`src/rtl/bht_ctrl.sv`:
```
// rtl/bht_ctrl.sv - branch history table controller (2-bit counters, staged update with bypass, optional BHT_STATS_EN counters)
module bht_ctrl #(
  parameter int         IDX_W    = 6,
  parameter logic [1:0] INIT_VAL = 2'b01
) (
  input  logic        i_clk,
  input  logic        i_rstn,
  input  logic        i_clr,
  input  logic [31:0] i_if_pc,
  output logic        o_pred_taken,
  output logic        o_ready,
  input  logic        i_upd_vld,
  input  logic [31:0] i_upd_pc,
  input  logic        i_upd_taken,
  input  logic        i_upd_mispred,
  output logic [31:0] o_upd_cnt,
  output logic [31:0] o_miss_cnt
);

  localparam int DEPTH = 2 ** IDX_W;

  typedef enum logic {
    ST_INIT = 1'b0,
    ST_RUN  = 1'b1
  } state_t;

  state_t           state;
  state_t           state_nxt;
  logic [IDX_W-1:0] init_idx;
  logic [IDX_W-1:0] init_idx_nxt;

  logic [1:0]       tbl [DEPTH];

  logic             stage_vld;
  logic [IDX_W-1:0] stage_idx;
  logic [1:0]       stage_val;

  logic [IDX_W-1:0] lk_idx;
  logic [IDX_W-1:0] upd_idx;
  logic [1:0]       upd_old;
  logic [1:0]       upd_new;
  logic             upd_acc;

  logic             tbl_we;
  logic [IDX_W-1:0] tbl_waddr;
  logic [1:0]       tbl_wdata;

  logic             unused_pc_bits;

  assign lk_idx  = i_if_pc[IDX_W+1:2];
  assign upd_idx = i_upd_pc[IDX_W+1:2];

  // Only the index field of each PC selects a counter.
  assign unused_pc_bits = &{1'b0, i_if_pc[31:IDX_W+2], i_if_pc[1:0],
                            i_upd_pc[31:IDX_W+2], i_upd_pc[1:0]};

  // A clear request always wins over a resolved branch in the same cycle.
  assign upd_acc = (state == ST_RUN) && i_upd_vld && !i_clr;

  // State and init-sweep index; INIT is entered out of reset.
  always_ff @(posedge i_clk or negedge i_rstn) begin
    if (!i_rstn) begin
      state    <= ST_INIT;
      init_idx <= '0;
    end else begin
      state    <= state_nxt;
      init_idx <= init_idx_nxt;
    end
  end

  // Next state: sweep all entries in INIT, return to INIT on clear.
  always_comb begin
    state_nxt    = state;
    init_idx_nxt = init_idx;
    o_ready      = 1'b0;
    case (state)
      ST_INIT: begin
        if (i_clr) begin
          init_idx_nxt = '0;
        end else begin
          init_idx_nxt = init_idx + 1'b1;
          if (&init_idx) begin
            state_nxt = ST_RUN;
          end
        end
      end
      ST_RUN: begin
        o_ready = 1'b1;
        if (i_clr) begin
          state_nxt    = ST_INIT;
          init_idx_nxt = '0;
        end
      end
      default: begin
        state_nxt    = ST_INIT;
        init_idx_nxt = '0;
      end
    endcase
  end

  // Chained read: a pending staged write to the same entry is newer than the table.
  always_comb begin
    upd_old = tbl[upd_idx];
    if (stage_vld && (stage_idx == upd_idx)) begin
      upd_old = stage_val;
    end
    if (i_upd_taken) begin
      upd_new = (upd_old == 2'b11) ? upd_old : upd_old + 2'b01;
    end else begin
      upd_new = (upd_old == 2'b00) ? upd_old : upd_old - 2'b01;
    end
  end

  // Single update stage; a clear or reset discards whatever is pending.
  always_ff @(posedge i_clk or negedge i_rstn) begin
    if (!i_rstn) begin
      stage_vld <= 1'b0;
      stage_idx <= '0;
      stage_val <= '0;
    end else begin
      stage_vld <= upd_acc;
      if (upd_acc) begin
        stage_idx <= upd_idx;
        stage_val <= upd_new;
      end
    end
  end

  // One write port shared by the init sweep and the retiring staged update.
  always_comb begin
    tbl_we    = 1'b0;
    tbl_waddr = stage_idx;
    tbl_wdata = stage_val;
    if (state == ST_INIT) begin
      tbl_we    = 1'b1;
      tbl_waddr = init_idx;
      tbl_wdata = INIT_VAL;
    end else if (stage_vld) begin
      tbl_we = 1'b1;
    end
  end

  // Counter array; contents are defined only by the init sweep.
  always_ff @(posedge i_clk) begin
    if (tbl_we) begin
      tbl[tbl_waddr] <= tbl_wdata;
    end
  end

  // Prediction with bypass from the stage register; forced low until RUN.
  always_comb begin
    o_pred_taken = 1'b0;
    if (state == ST_RUN) begin
      if (stage_vld && (stage_idx == lk_idx)) begin
        o_pred_taken = stage_val[1];
      end else begin
        o_pred_taken = tbl[lk_idx][1];
      end
    end
  end

`ifdef BHT_STATS_EN
  logic [31:0] upd_cnt;
  logic [31:0] miss_cnt;

  // Saturating statistics; survive a clear, only reset zeroes them.
  always_ff @(posedge i_clk or negedge i_rstn) begin
    if (!i_rstn) begin
      upd_cnt  <= '0;
      miss_cnt <= '0;
    end else if (upd_acc) begin
      if (upd_cnt != 32'hFFFF_FFFF) begin
        upd_cnt <= upd_cnt + 32'd1;
      end
      if (i_upd_mispred && (miss_cnt != 32'hFFFF_FFFF)) begin
        miss_cnt <= miss_cnt + 32'd1;
      end
    end
  end

  assign o_upd_cnt  = upd_cnt;
  assign o_miss_cnt = miss_cnt;
`else
  logic unused_mispred;

  assign unused_mispred = i_upd_mispred;
  assign o_upd_cnt      = 32'd0;
  assign o_miss_cnt     = 32'd0;
`endif

endmodule

```
`config.mk`:
```
export PLATFORM = sky130hd
export DESIGN_NAME = bht_ctrl
export DESIGN_NICKNAME = d
export VERILOG_FILES = /design/src/rtl/bht_ctrl.sv
export SDC_FILE = /design/constraint.sdc
export NUM_CORES = 1
export LEC_CHECK = 0
export CORE_ASPECT_RATIO = 0.5
export CORE_MARGIN = 1
export CORE_UTILIZATION = 57
export CTS_CLUSTER_DIAMETER = 150
export DETAILED_ROUTE_END_ITERATION = 8
export PLACE_DENSITY = 0.9
export SETUP_SLACK_MARGIN = 0.05
export SYNTH_ARGS = -nofsm -noshare
export SYNTH_HDL_FRONTEND = slang
export SYNTH_SLANG_ARGS = --single-unit
```
`constraint.sdc`:
```
create_clock -name i_clk -period 5 [get_ports i_clk]
set_input_delay 1 -clock i_clk [delete_from_list [all_inputs] [get_ports i_clk]]
set_output_delay 1 -clock i_clk [all_outputs]
set_load 0.02 [all_outputs]
```
# Word-level counts from Yosys, hierarchy flattened
# Memories as Yosys holds them, arrays and structs flattened.
# Cells that the tools add are included.
classes:
  order_cmp: 0
  n_mux: 20
  reduce_logical: 7
  n_bitwise: 1
  multipliers: 0
  div: 0
  n_addsub: 3
  n_eq_ne: 4
  shifts: 0
op_table:
  columns: ["operator", "n"]
  rows:
  - ["2-to-1 mux 6 bit", 3]
  - ["== test 6 bit", 2]
  - ["case mux 6 bit (2 select lines)", 1]
  - ["2-to-1 mux 1 bit", 10]
  - ["2-to-1 mux 2 bit", 5]
  - ["adder 6 x 1 -> 6 bit, second input constant", 1]
  - ["AND reduction 6 bit", 1]
  - ["logical AND 1 bit", 4]
  - ["adder 2 x 1 -> 2 bit, second input constant", 1]
  - ["== test 2 bit, second input constant", 1]
  - ["zero test 2 bit", 1]
  - ["inequality test 2 bit, second input constant", 1]
  - ["case mux 1 bit (2 select lines)", 1]
  - ["subtractor 2 x 1 -> 2 bit, second input constant", 1]
  - ["zero test 1 bit", 1]
  - ["NOT 1 bit", 1]
word_totals:
  input_bits: 70
  elab_cells: 41
  output_inout_bits: 66
  latch_bits: 0
  romBits: 0
  ram_bits: 128
  memories: 1
  register_bits: 16
memory_table:
  columns: ["memory", "depth", "word_bits", "read_ports", "rd_ports_with_merged_regs", "wr", "line", "text"]
  rows:
  - ["tbl", 64, 2, 2, 0, 1, "32", "logic [1:0] tbl [DEPTH];"]

# Depth between registers and ports, before layout
logic_depth:
  depth_word: 6
  depth_mapped: 9

# Least setup slack after synthesis
# No wires, ideal clock.
synth_timing:
  path_type: "in2out"
  from: "input i_if_pc[3]"
  to: "output o_pred_taken"
  arrival_ns: 3.103
  path_slack_ns: 0.897
  required_time_ns: 4.000
  stages: 7
  path_cell_list: "clkbuf_1 clkbuf_1 mux4_2 mux4_2 mux4_2 nand3_1 o21ai_1"
synth_via:
  elab_chain_cells: 4
synth_lines:
  columns: ["item", "line", "text"]
  rows:
  - ["from (decl)", "9", "input logic [31:0] i_if_pc,"]
  - ["branches (longest 2 deep; another with memory (64 x 2 bit))", null, null]
  - ["2-to-1 mux 1 bit (*)", "154", "if (stage_vld && (stage_idx == lk_idx)) begin"]
  - ["2-to-1 mux 1 bit (*)", "153", "if (state == ST_RUN) begin"]
  - ["to (decl)", "10", "output logic o_pred_taken,"]
# Every way passes the cells marked *.

# Worst setup path in the final report
layout_timing:
  from: "input i_if_pc[2]"
  to: "output o_pred_taken"
# Same word-level chain as after synthesis.

==> flow_metrics.tcl <==
set metrics [dict create \
    port_buffers 18 \
    slew_headroom 0.2135 \
    yosysSeqAreaShare 0.5719 \
    internal-power_w 0.002183 \
    drtPass1Iterations 6 \
    diodes 0 \
    worst_pin_slew_ps 1180 \
    rows 29 \
    met2WireLength_um 7711 \
    hold_viol 0 \
    cts_buffer_depth 2 \
    start_kind "primary input" \
    combPwrFrac 0.078 \
    cap_violations 0 \
    avgSynthCellArea_sq_um 13.52 \
    final_antenna_net_count 0 \
    grt_pass1_vias 4453 \
    drive_gt1_frac 0.1687 \
    finalWeightedCongestion 0.9417 \
    numCtsBuffers 17 \
    core_area_sq_um 12660 \
    power.density_nw_per_um2 353.2 \
    critPathKind "primary input to output pin" \
    cp-end-kind "output pin" \
    grt_first_pass_wirelength_um 25630 \
    final_cell_mix "128 x edfxtp_1, 75 x nor2_1, 64 x conb_1, 40 x nand2_1, 38 x mux4_2" \
    worstPathArrival_ps 3880 \
    synth-seq-cells 144 \
    initial_utilization 0.5860 \
    fin_nets 640 \
    wl_met1_um 6162 \
    routed-wl-met3_um 2754 \
    dp_hpwl_um 11300 \
    design_area_sq_um 8167 \
    ys.flop_type "edfxtp_1" \
    hold-path-cell-count 2 \
    sw_frac_of_total 0.2431 \
    hold_ws_ps 552.2 \
    die_x_um 163.4 \
    switchingPower_w 0.0007011 \
    timing.final.crit_share 0.9751 \
    vias 4894 \
    synthToLayoutAreaGrowth_pct 10.05 \
    fin_crit_ps 4875 \
    hold_path_class "flip-flop to flip-flop" \
    fmax_mhz 205.1 \
    post-cts-setup-buffers 0 \
    rsz0062_at_grt "false" \
    placed_area_sq_um 7547 \
    fin_skew_ps 8.241 \
    ir_drop_uv 254.7 \
    yosys.cell_types.count 54 \
    die_height_um 82.68 \
    yosysWarnings 0 \
    clockRootBuffer "clkbuf_16" \
    htreeDepth 4 \
    synth_edf_count 128 \
    grt_max_degree 65 \
    critPathMaxFanout 8 \
    place_inst 720 \
    setup-violations-final 0 \
    overflow 0 \
    wl_um 17460 \
    wire_per_inst_um 23.25 \
    clkPwrFrac 0.466 \
    clkLatencyLatePin_ps 430 \
    syn_inst 549 \
    synth_area_sq_um 7421 \
    clock_sinks 144 \
    initialDrtViolationCount 812 \
    fin_cells 751 \
    status "complete, no violations" \
    post-route-drc-count 0 \
    fill_cells 824 \
    routed.top_layer "met4" \
    ctsHoldBuffers 0 \
    die_area_sq_um 13510 \
    slew_violations 0 \
    async_flop_share 0.1111 \
    reg2reg_depth 5 \
    avgViaCountPerCell 6.517 \
    totalPowerFinal_w 0.002884 \
    grtUsageTotal 0.2725 \
    cp_data_required_time_ps 4000 \
    total_leakage_power_nw 2.645 \
    final_common_cell "edfxtp_1" \
    p_seq_frac 0.456 \
    cts_tree "yes" \
    design.portCount 136 \
    clk_pin_slew_ps 60 \
    antenna_found_initial 0 \
]
==> layer usage <==
layer | GRT usage | vias to the layer above
li1 | - | 1970
met1 | 0.3470 | 2315
met2 | 0.4246 | 518
met3 | 0.09540 | 91
met4 | 0.1290 | 0
met5 | 0 | -
==> worst paths after layout <==
check | start | end | slack [ps]
max in group asynchronous | i_rstn | stage_val[1] | 3500
min in group asynchronous | i_rstn | init_idx[4] | 1020
hold reg to reg | stage_val[0] | stage_val[0] | 550
setup reg to reg | state | tbl[10][1] | 2510
setup / recovery | i_if_pc[2] | o_pred_taken | 120
hold / removal | stage_val[0] | stage_val[0] | 550
==> per-stage QoR <==
step | utilization | setup WS (ps) | setup TNS [ps]
final | 0.6449 | 124.5 | 0
after global routing | 0.6449 | 96.51 | 0
after CTS | 0.6449 | 146.0 | 0
after detailed placement | 0.5960 | -74.34 | -74.34
after global placement | 0.5960 | -2.657 | -2.657
after floorplan | - | 897.0 | 0
==> cell usage after synthesis (3+ instances only) <==
cell type,number,share of area
a211o_1,3,0.0035
a21oi_1,6,0.0040
a22o_1,5,0.0059
a31oi_1,3,0.0025
and3_1,4,0.0034
buf_2,5,0.0034
buf_4,68,0.069
clkbuf_1,16,0.0081
dfrtp_1,16,0.054
edfxtp_1,128,0.52
inv_1,6,0.0030
mux2_2,12,0.018
mux2i_1,13,0.018
mux4_1,5,0.018
mux4_2,38,0.12
nand2_1,40,0.020
nand2b_1,10,0.0084
nand3_1,7,0.0047
nand3b_1,4,0.0040
nor2_1,75,0.038
nor2b_1,8,0.0067
nor3_1,5,0.0034
nor4_1,3,0.0025
o21a_1,3,0.0030
o21ai_0,11,0.0074
o21ai_1,4,0.0027
o22ai_1,6,0.0051
xnor2_1,10,0.012
xor2_1,5,0.0059
==> area by class of cell <==
cell class,instances,area (sq um),share of cell area
inverter,7,26.28,0.003217
clock buffer,17,425.4,0.05209
timing repair buffer,31,309.0,0.03784
multi-input combinational,368,2754,0.3372
tap,170,212.7,0.02605
sequential,144,4244,0.5197
clock inverter,14,195.2,0.02390
==> state kept, by name (all words and copies together) (netlist names) <==
signal	flops
stage_val	2
stage_vld	1
init_idx	6
stage_idx	6
tbl	128
state	1
==> power by group through the flow <==
| stage | Clock (W) | Sequential (W) | Combinational (W) |
|---|---|---|---|
| final | 0.00134 | 0.00132 | 0.000226 |
| after global routing | 0.00140 | 0.00132 | 0.000240 |
| after CTS | 0.00134 | 0.00131 | 0.000220 |
| after detailed placement | 0 | 0.00134 | 0.000218 |
| after global placement | 0 | 0.00134 | 0.000213 |
| after floorplan | 0 | 0.00133 | 0.000199 |
==> repair_timing <==
item,CTS,global route
endpoints found under the setup margin,1,0
resized for setup,1,0
hold endpoints to repair,0,0
==> critical path, cell delays in order <==
cell             delay (ps)
clkdlybuf4s50_1         570
buf_12                  180
mux4_1                  630
mux4_2                  490
mux4_2                  480
nand3_1                  90
o21ai_1                  90
dlygate4sd2_1           330
==> cell families (layout without fill, tap and decap cells) <==
kind of cell,after synthesis,count (layout),synth area share
adder cells (fa/ha/maj),1,1,0.001686
buffers and inverters,100,69,0.08919
other,1,64,0.0005053
multiplexers,68,68,0.1688
AND/OR/NAND/NOR,166,166,0.1007
flip-flops,144,144,0.5719
AO/OA/AOI/OAI,54,54,0.04957
XOR/XNOR,15,15,0.01770
No activity file was read; power rests on OpenSTA's default activity.
